<file path="src/rtl/resp_scoreboard.sv">
// resp_scoreboard: FIFO of expected responses compared against observed ones.
// Define RESP_SCOREBOARD_CAPTURE_EN to add first-mismatch capture ports.
module resp_scoreboard #(
    parameter int DATA_W = 4,
    parameter int DEPTH  = 4,
    parameter int CNT_W  = 8
) (
    input  logic              clk,
    input  logic              rst_n,
    input  logic              start,
    input  logic              stop,
    input  logic              exp_valid,
    input  logic [DATA_W-1:0] exp_data,
    output logic              exp_ready,
    input  logic              obs_valid,
    input  logic [DATA_W-1:0] obs_data,
    output logic [CNT_W-1:0]  match_cnt,
    output logic [CNT_W-1:0]  err_cnt,
    output logic              underflow,
    output logic              busy,
    output logic              done,
    output logic              pass
`ifdef RESP_SCOREBOARD_CAPTURE_EN
    ,
    output logic [DATA_W-1:0] first_exp,
    output logic [DATA_W-1:0] first_obs,
    output logic [CNT_W-1:0]  first_idx
`endif
);

    localparam int AW = $clog2(DEPTH);
    localparam logic [CNT_W-1:0] CNT_MAX = {CNT_W{1'b1}};
    localparam logic [CNT_W-1:0] CNT_ONE = 1;
    localparam logic [AW:0]      PTR_ONE = 1;

    typedef enum logic [1:0] {
        IDLE,
        RUN,
        DRAIN,
        DONE
    } state_t;

    state_t            state;
    logic [AW:0]       wr_ptr;
    logic [AW:0]       rd_ptr;
    logic [DATA_W-1:0] mem [DEPTH];

    logic              empty;
    logic              full;
    logic              active;
    logic              push;
    logic              pop;
    logic              uflow;
    logic              hit;
    logic              enter_run;
    logic [DATA_W-1:0] head;

    // Pointer-derived FIFO status plus the per-cycle push/pop/compare events
    always_comb begin
        empty     = (wr_ptr == rd_ptr);
        full      = (wr_ptr[AW] != rd_ptr[AW]) &&
                    (wr_ptr[AW-1:0] == rd_ptr[AW-1:0]);
        active    = (state == RUN) || (state == DRAIN);
        exp_ready = (state == RUN) && !full;
        push      = exp_valid && exp_ready;
        pop       = active && obs_valid && !empty;
        uflow     = active && obs_valid && empty;
        head      = mem[rd_ptr[AW-1:0]];
        hit       = (head == obs_data);
        enter_run = start && ((state == IDLE) || (state == DONE));
        busy      = active;
        done      = (state == DONE);
        pass      = done && (err_cnt == '0);
    end

    // Expected-value storage; contents are meaningless once pointers reset
    always_ff @(posedge clk) begin
        if (push) begin
            mem[wr_ptr[AW-1:0]] <= exp_data;
        end
    end

    // Run-control FSM, FIFO pointers and saturating result counters
    always_ff @(posedge clk or negedge rst_n) begin
        if (!rst_n) begin
            state     <= IDLE;
            wr_ptr    <= '0;
            rd_ptr    <= '0;
            match_cnt <= '0;
            err_cnt   <= '0;
            underflow <= 1'b0;
        end else begin
            unique case (state)
                IDLE:    if (start) state <= RUN;
                RUN:     if (stop) state <= DRAIN;
                DRAIN:   if (empty) state <= DONE;
                DONE:    if (start) state <= RUN;
                default: state <= IDLE;
            endcase
            if (enter_run) begin
                wr_ptr    <= '0;
                rd_ptr    <= '0;
                match_cnt <= '0;
                err_cnt   <= '0;
                underflow <= 1'b0;
            end else begin
                if (push) wr_ptr <= wr_ptr + PTR_ONE;
                if (pop) rd_ptr <= rd_ptr + PTR_ONE;
                if (pop && hit && match_cnt != CNT_MAX)
                    match_cnt <= match_cnt + CNT_ONE;
                if (((pop && !hit) || uflow) && err_cnt != CNT_MAX)
                    err_cnt <= err_cnt + CNT_ONE;
                if (uflow) underflow <= 1'b1;
            end
        end
    end

`ifdef RESP_SCOREBOARD_CAPTURE_EN
    logic [CNT_W-1:0] cmp_idx;
    logic             captured;

    // Latch the first mismatching compare of a run; underflows never count
    always_ff @(posedge clk or negedge rst_n) begin
        if (!rst_n) begin
            cmp_idx   <= '0;
            captured  <= 1'b0;
            first_exp <= '0;
            first_obs <= '0;
            first_idx <= '0;
        end else if (enter_run) begin
            cmp_idx   <= '0;
            captured  <= 1'b0;
            first_exp <= '0;
            first_obs <= '0;
            first_idx <= '0;
        end else if (pop) begin
            if (cmp_idx != CNT_MAX) cmp_idx <= cmp_idx + CNT_ONE;
            if (!hit && !captured) begin
                captured  <= 1'b1;
                first_exp <= head;
                first_obs <= obs_data;
                first_idx <= cmp_idx;
            end
        end
    end
`endif

endmodule

</file>
<file path="config.mk">
export PLATFORM = sky130hd
export DESIGN_NAME = resp_scoreboard
export DESIGN_NICKNAME = d
export VERILOG_FILES = /design/src/rtl/resp_scoreboard.sv
export SDC_FILE = /design/constraint.sdc
export NUM_CORES = 1
export LEC_CHECK = 0
export ABC_AREA = 1
export CORE_MARGIN = 2
export CORE_UTILIZATION = 49
export DETAILED_ROUTE_END_ITERATION = 16
export HOLD_SLACK_MARGIN = 0.12
export PLACE_DENSITY = 0.76
export SLEW_MARGIN = 30
export SYNTH_ARGS = -nofsm -noshare
export SYNTH_HDL_FRONTEND = slang
export SYNTH_SLANG_ARGS = --single-unit
</file>
<file path="constraint.sdc">
create_clock -name clk -period 1.6 [get_ports clk]
set_clock_uncertainty 0.05 [all_clocks]
set_input_delay 0.24 -clock clk [delete_from_list [all_inputs] [get_ports clk]]
set_output_delay 0.24 -clock clk [all_outputs]
set_load 0.05 [all_outputs]
</file>
# After elaboration in Yosys (flattened, before gate mapping)
# Memory sizes are Yosys's and may differ from the RTL's.
# Index checks and enable logic that the tools add are counted.
[op_classes]
n_eq_ne = 12
n_reduce_logical = 27
addsub = 4
n_mux = 16
[ops]
columns = ["operator", "count"]
rows = [
  ["two-way mux 8 bit", 4],
  ["adder 8 x 1 -> 8 bit (second input constant)", 2],
  ["!= test 8 bit (second input constant)", 2],
  ["logical AND 1 bit", 12],
  ["two-way mux 3 bit", 4],
  ["nonzero test 2 bit", 5],
  ["zero test 8 bit", 1],
  ["adder 3 x 1 -> 3 bit (second input constant)", 2],
  ["two-way mux 2 bit", 3],
  ["one-hot mux 2 bit (3 select lines)", 1],
  ["== test 2 bit (second input constant)", 2],
  ["== test 4 bit", 1],
  ["two-way mux 1 bit", 4],
  ["!= test 2 bit (second input constant)", 2],
  ["== test 3 bit", 1],
  ["zero test 1 bit", 3],
  ["logical OR 1 bit", 3],
  ["AND reduction 3 bit", 1],
  ["== test 2 x 1 -> 1 bit (second input constant)", 1],
  ["== test 2 bit", 1],
  ["zero test 2 bit", 1],
  ["!= test 2 x 1 -> 1 bit (second input constant)", 1],
  ["OR reduction 2 bit", 1],
  ["!= test 1 bit", 1],
]
[word_totals]
register_bits = 25
ram_bits = 16
in_bits = 14
word_cells = 66
mem_count = 1
output_inout_bits = 21
[memory_table]
columns = ["memory", "words", "word_bits", "rd", "rd_ports_with_merged_regs", "write_ports", "line_no", "rtl"]
rows = [
  ["mem", 4, 4, 1, 0, 1, "46", "logic [DATA_W-1:0] mem [DEPTH];"],
]

# Longest topological paths before layout
[logic_depth]
ltp_word = 9
ltp_mapped = 12
ltp_nobuf = 12

# Worst setup path before layout
# OpenSTA, ideal clock, no wires.
[synth_timing]
path_kind = "flip-flop to output port"
startpoint = "register state[0]"
endpoint = "output pass"
n_path_buf = 0
required_time_ns = 1.310
slack_ns = -1.129
stages_incl_launch_ff = 4
t_arrival_ns = 2.439
cell_sequence = "dfrtp_1 > ha_1 > nand4_1 > nor4_1"
[synth_between]
elab_chain_len = 2
[synth_rtl]
columns = ["item", "line_no", "rtl"]
rows = [
  ["start, declared", "43", "state_t state;"],
  ["start signal, assigned", "86", "state <= IDLE;"],
  ["start signal, assigned", "94", "IDLE: if (start) state <= RUN;"],
  ["start signal, assigned", "95", "RUN: if (stop) state <= DRAIN;"],
  ["== test 2 bit", "72", "done = (state == DONE);"],
  ["net done", "21", "output logic done,"],
  ["logical AND 1 bit", "73", "pass = done && (err_cnt == '0);"],
  ["end, declared", "22", "output logic pass"],
]
# The timed path passes the listed nets, and every way through them passes these cells.

# Final worst setup path
[layout_timing]
startpoint = "register rd_ptr[0]"
endpoint = "register err_cnt[0]"
[layout_between]
elab_chain_len = 7
word_cells_on_any_way = 11
classes_between = "eq/ne (2); reduce/logical (8); memory (1)"
[layout_rtl]
columns = ["item", "line_no", "rtl"]
rows = [
  ["start, declared", "45", "logic [AW:0] rd_ptr;"],
  ["start signal, assigned", "108", "if (pop) rd_ptr <= rd_ptr + PTR_ONE;"],
  ["memory (4 x 4 bit) or == test 3 bit (tied branches)", "-", ""],
  ["== test 4 bit or zero test 1 bit (tied branches)", "69, 66", ""],
  ["zero test 1 bit or logical AND 1 bit (tied branches)", "111, 66", ""],
  ["logical AND 1 bit", "111", "if (((pop && !hit) || uflow) && err_cnt != CNT_MAX)"],
  ["logical OR 1 bit (*)", "111", ""],
  ["logical AND 1 bit (*)", "111", ""],
  ["nonzero test 2 bit (no source line) (*)", "-", ""],
  ["end signal, assigned", "112", "err_cnt <= err_cnt + CNT_ONE;"],
  ["end, declared", "18", "output logic [CNT_W-1:0] err_cnt,"],
]
# Mark *: on every way between the ends. The rest lies on a longest branch, timed or not.
# A chain may end at the register's enable or synchronous reset.

==> run_results.csv <==
group,metric,value,unit
worst_setup_path,ff2ff_setup_slack,-0.25,ns
outcome,violations,"setup timing",
sta,timing.max_slew.rel_slack,0.7402,
worst_setup_path,reg2reg_from,"rd_ptr[0]$_DFFE_PN0P_",
pwr,pwr_density_cell,1922,mW/mm^2
pwr,p_sw,3.387,mW
run,cap_violations,0,
clock_tree,cts_root_buf,"clkbuf_8",
grt,top_usage_layer,"met2",
clock_tree,holdBufCountCts,0,
grt,grtUsageMet2,0.4404,
sta,grt_setup_unrepaired,"yes",
logic_synthesis,synthMostInstantiatedCell,"nand2_1",
routing,dr.first_iter.drc_count,141,
pwr,power_frac_clock,0.138,
layout,stdcell_area,0.003822,mm^2
clock_tree,clock-sinks,41,
layout,syn2layout_area_growth,65.49,%
grt,grtUsageMet3,0.05939,
logic_synthesis,netlist_instances,258,
die,io_pins,35,
sta,worst_pin_slew,0.3867,ns
placement,place_area,0.003138,mm^2
placement,hpwl,3.870,mm
die,die_w,72.66,um
clock_tree,insertion_delay,0.30,ns
outcome,status,"complete, but fails checks",
die,die_area,0.005279,mm^2
grt,grt_antenna_before_repair,0,
logic_synthesis,yosysSeqAreaShare,0.4789,
pwr,peakVddDrop,1.517,mV
routing,wl_per_cell,18.30,um
logic_synthesis,synth_common_cells,"nand2_1 (64), nand3_1 (33), inv_1 (26)",
routing,first_pass_iters,4,
logic_synthesis,yosys_register_bits,41,
clock_tree,cts_inserted_buffers,5,
logic_synthesis,yosysWarnings,0,
layout,fillers,207,
sta,finalCritPeriodShare,1.158,
logic_synthesis,syn-mean-instance-area,8.952,um^2
routing,viasPerCell,5.685,
worst_setup_path,worstPathArrival,2.04,ns
pwr,p_comb_frac,0.653,
grt,use_met1,0.3616,
worst_setup_path,required,1.79,ns
die,core,0.004444,mm^2
pwr,pwr-share-seq,0.209,
routing,ant_nets,0,
logic_synthesis,synth.top_cell.area_share,0.2709,
clock_tree,cts.path.max_buffers,2,
clock_tree,cts_max_level,2,
grt,grt_max_degree,26,
worst_setup_path,critPathCaptureType,"register",
routing,wl,7.373,mm
sta,min_period,1.853,ns
pwr,switching_share,0.4609,
sta,final-hold-violation-count,0,
die,row_count,24,
logic_synthesis,synth_async_sr_flop_share,0.6098,
sta,setup_viol_count_final,43,
hold_path,hold_class,"in2async",
worst_setup_path,worstSetupPathType,"reg2reg",
pwr,p_leak,1.671,nW
clock_tree,cts_tree,"built",
placement,io_buffers,34,
die,start_util,0.5197,
die,die-height,72.66,um
placement,place_congestion,0.7570,
logic_synthesis,netlist_area,0.002310,mm^2
sta,layout_setup_ws,-0.2533,ns
logic_synthesis,synth_edf_count,16,
worst_setup_path,startpoint_type,"register",
routing,vias,2291,
layout,diodes,0,
layout,drive_gt1_frac,0.4843,
layout,final_nets,375,
clock_tree,clk_pin_slew,0.09,ns
grt,grt_pass1_wl,10.92,mm
routing,drc,0,
grt,overflow,0,
sta,final.setup.tns,-5.341,ns
grt,grtUsageTotal,0.2776,
grt,grt_pass1_vias,2257,
sta,max_freq,0.5396,GHz
pwr,p_total,7.348,mW
logic_synthesis,synthTopCellsByArea,"dfrtp_1 (27%), edfxtp_1 (21%), nand2_1 (10%)",
sta,slew_viol_final,0,
logic_synthesis,synth_ff_type,"dfrtp_1",
worst_setup_path,worstPathMaxFanout,8,
placement,pre_cts_slack,-0.09367,ns
logic_synthesis,ys_types,31,
pwr,p_int,3.962,mW
logic_synthesis,synth_nets,283,
logic_synthesis,synth_largest_area_cell,"dfrtp_1",
worst_setup_path,rr_endpoint,"err_cnt[0]$_DFFE_PN0P_",
worst_setup_path,ff2ff_path_depth,11,
-- what timing repair did --
item,4_1_cts,5_1_grt
cloned,4,0
buffers inserted,18,7
pin swaps,11,22
endpoints found under the setup margin,28,43
gates resized for setup,20,64
-- cell usage in the layout (no fill, tap or decap), drive strengths merged --
cell           synthesis  layout
nor4                   1       1
clkinv                 0       2
nand3                 37      39
nor3b                  2       2
ha                    11      11
xor2                   6       6
dfrtp                 25      25
a21oi                  4       4
nand2                 70      71
bufinv                 0       2
or2                    1       1
nand4                  5       5
o21ai                 11      11
edfxtp                16      16
clkdlybuf4s50          0      13
nand3b                 5       5
xnor2                  6       6
nor2                  20      20
clkbuf                 1       5
a211oi                 1       1
inv                   30      28
nor3                   4       4
clkinvlp               0       1
buf                    2      72
-- worst max path at each step --
stage / startpoint / to / slack [ns]
floorplan: state[0]$_DFFE_PN0P_ / match_cnt[3]$_DFFE_PN0P_ / -0.24
global placement: obs_data[1] / match_cnt[6]$_DFFE_PN0P_ / -0.06
detailed placement: obs_data[1] / match_cnt[7]$_DFFE_PN0P_ / -0.09
CTS: err_cnt[1]$_DFFE_PN0P_ / pass / -0.18
global route: rd_ptr[0]$_DFFE_PN0P_ / err_cnt[0]$_DFFE_PN0P_ / -0.33
finish: rd_ptr[0]$_DFFE_PN0P_ / err_cnt[0]$_DFFE_PN0P_ / -0.25
-- power groups by stage --
stage / combinational (mW) / sequential [mW] / clock, mW
6_report: 4.80 / 1.54 / 1.01
5_1_grt: 5.09 / 1.55 / 1.06
4_1_cts: 3.91 / 1.50 / 1.00
3_5_place_dp: 3.34 / 1.53 / 0
3_3_place_gp: 3.26 / 1.52 / 0
2_1_floorplan: 1.96 / 1.76 / 0
-- final cells by class --
cell class | count | area [um^2] | share of cell area
repair buffers | 85 | 913.4 | 0.2390
clock inverters | 3 | 65.06 | 0.01702
clock buffers | 5 | 68.82 | 0.01800
inverters | 30 | 126.4 | 0.03306
well taps | 52 | 65.06 | 0.01702
flip-flops and latches | 41 | 1114 | 0.2913
multi-input cells | 187 | 1470 | 0.3846
-- flip-flops by register name, indices dropped and copies added, names as in the netlist --
name / count
wr_ptr: 3
state: 2
underflow: 1
err_cnt: 8
rd_ptr: 3
match_cnt: 8
mem: 16
-- layer usage --
metal  vias to the layer above  part of all wire
met1                      1138              0.41
met3                        24             0.052
met4                         0             0.036
met5                         -                 0
met2                        92              0.50
li1                       1037                 -
-- through the flow --
step | utilization | cells | hold slack, ns
2_1_floorplan | - | 258 | -0.1056
3_3_place_gp | 0.7061 | 366 | 0.4210
3_5_place_dp | 0.7061 | 366 | 0.4349
4_1_cts | 0.7911 | 396 | 0.2742
5_1_grt | 0.8601 | 403 | 0.2786
6_report | 0.8601 | 403 | 0.2535
-- cell families (layout without fill, tap and decap cells) --
group	after synthesis	after routing	share of synthesized area
flip-flops	41	41	0.4789
AO/OA/AOI/OAI	16	16	0.04063
adder cells (fa/ha/maj)	11	11	0.05959
buffers and inverters	33	123	0.05741
AND/OR/NAND/NOR	145	148	0.3147
XOR/XNOR	12	12	0.04875
-- worst max-delay path: stages (launching register included) --
cell and delay, ns:
dfrtp_2 0.44, buf_8 0.15, nand2_1 0.07, nand3_2 0.09
nand2_1 0.07, nand2_1 0.10, nand2_2 0.07, nor2_4 0.21
nand3_4 0.17, nand2_8 0.16, nand3_1 0.11, nand2_1 0.08
Note: power is estimated with default switching activity, not from simulation.
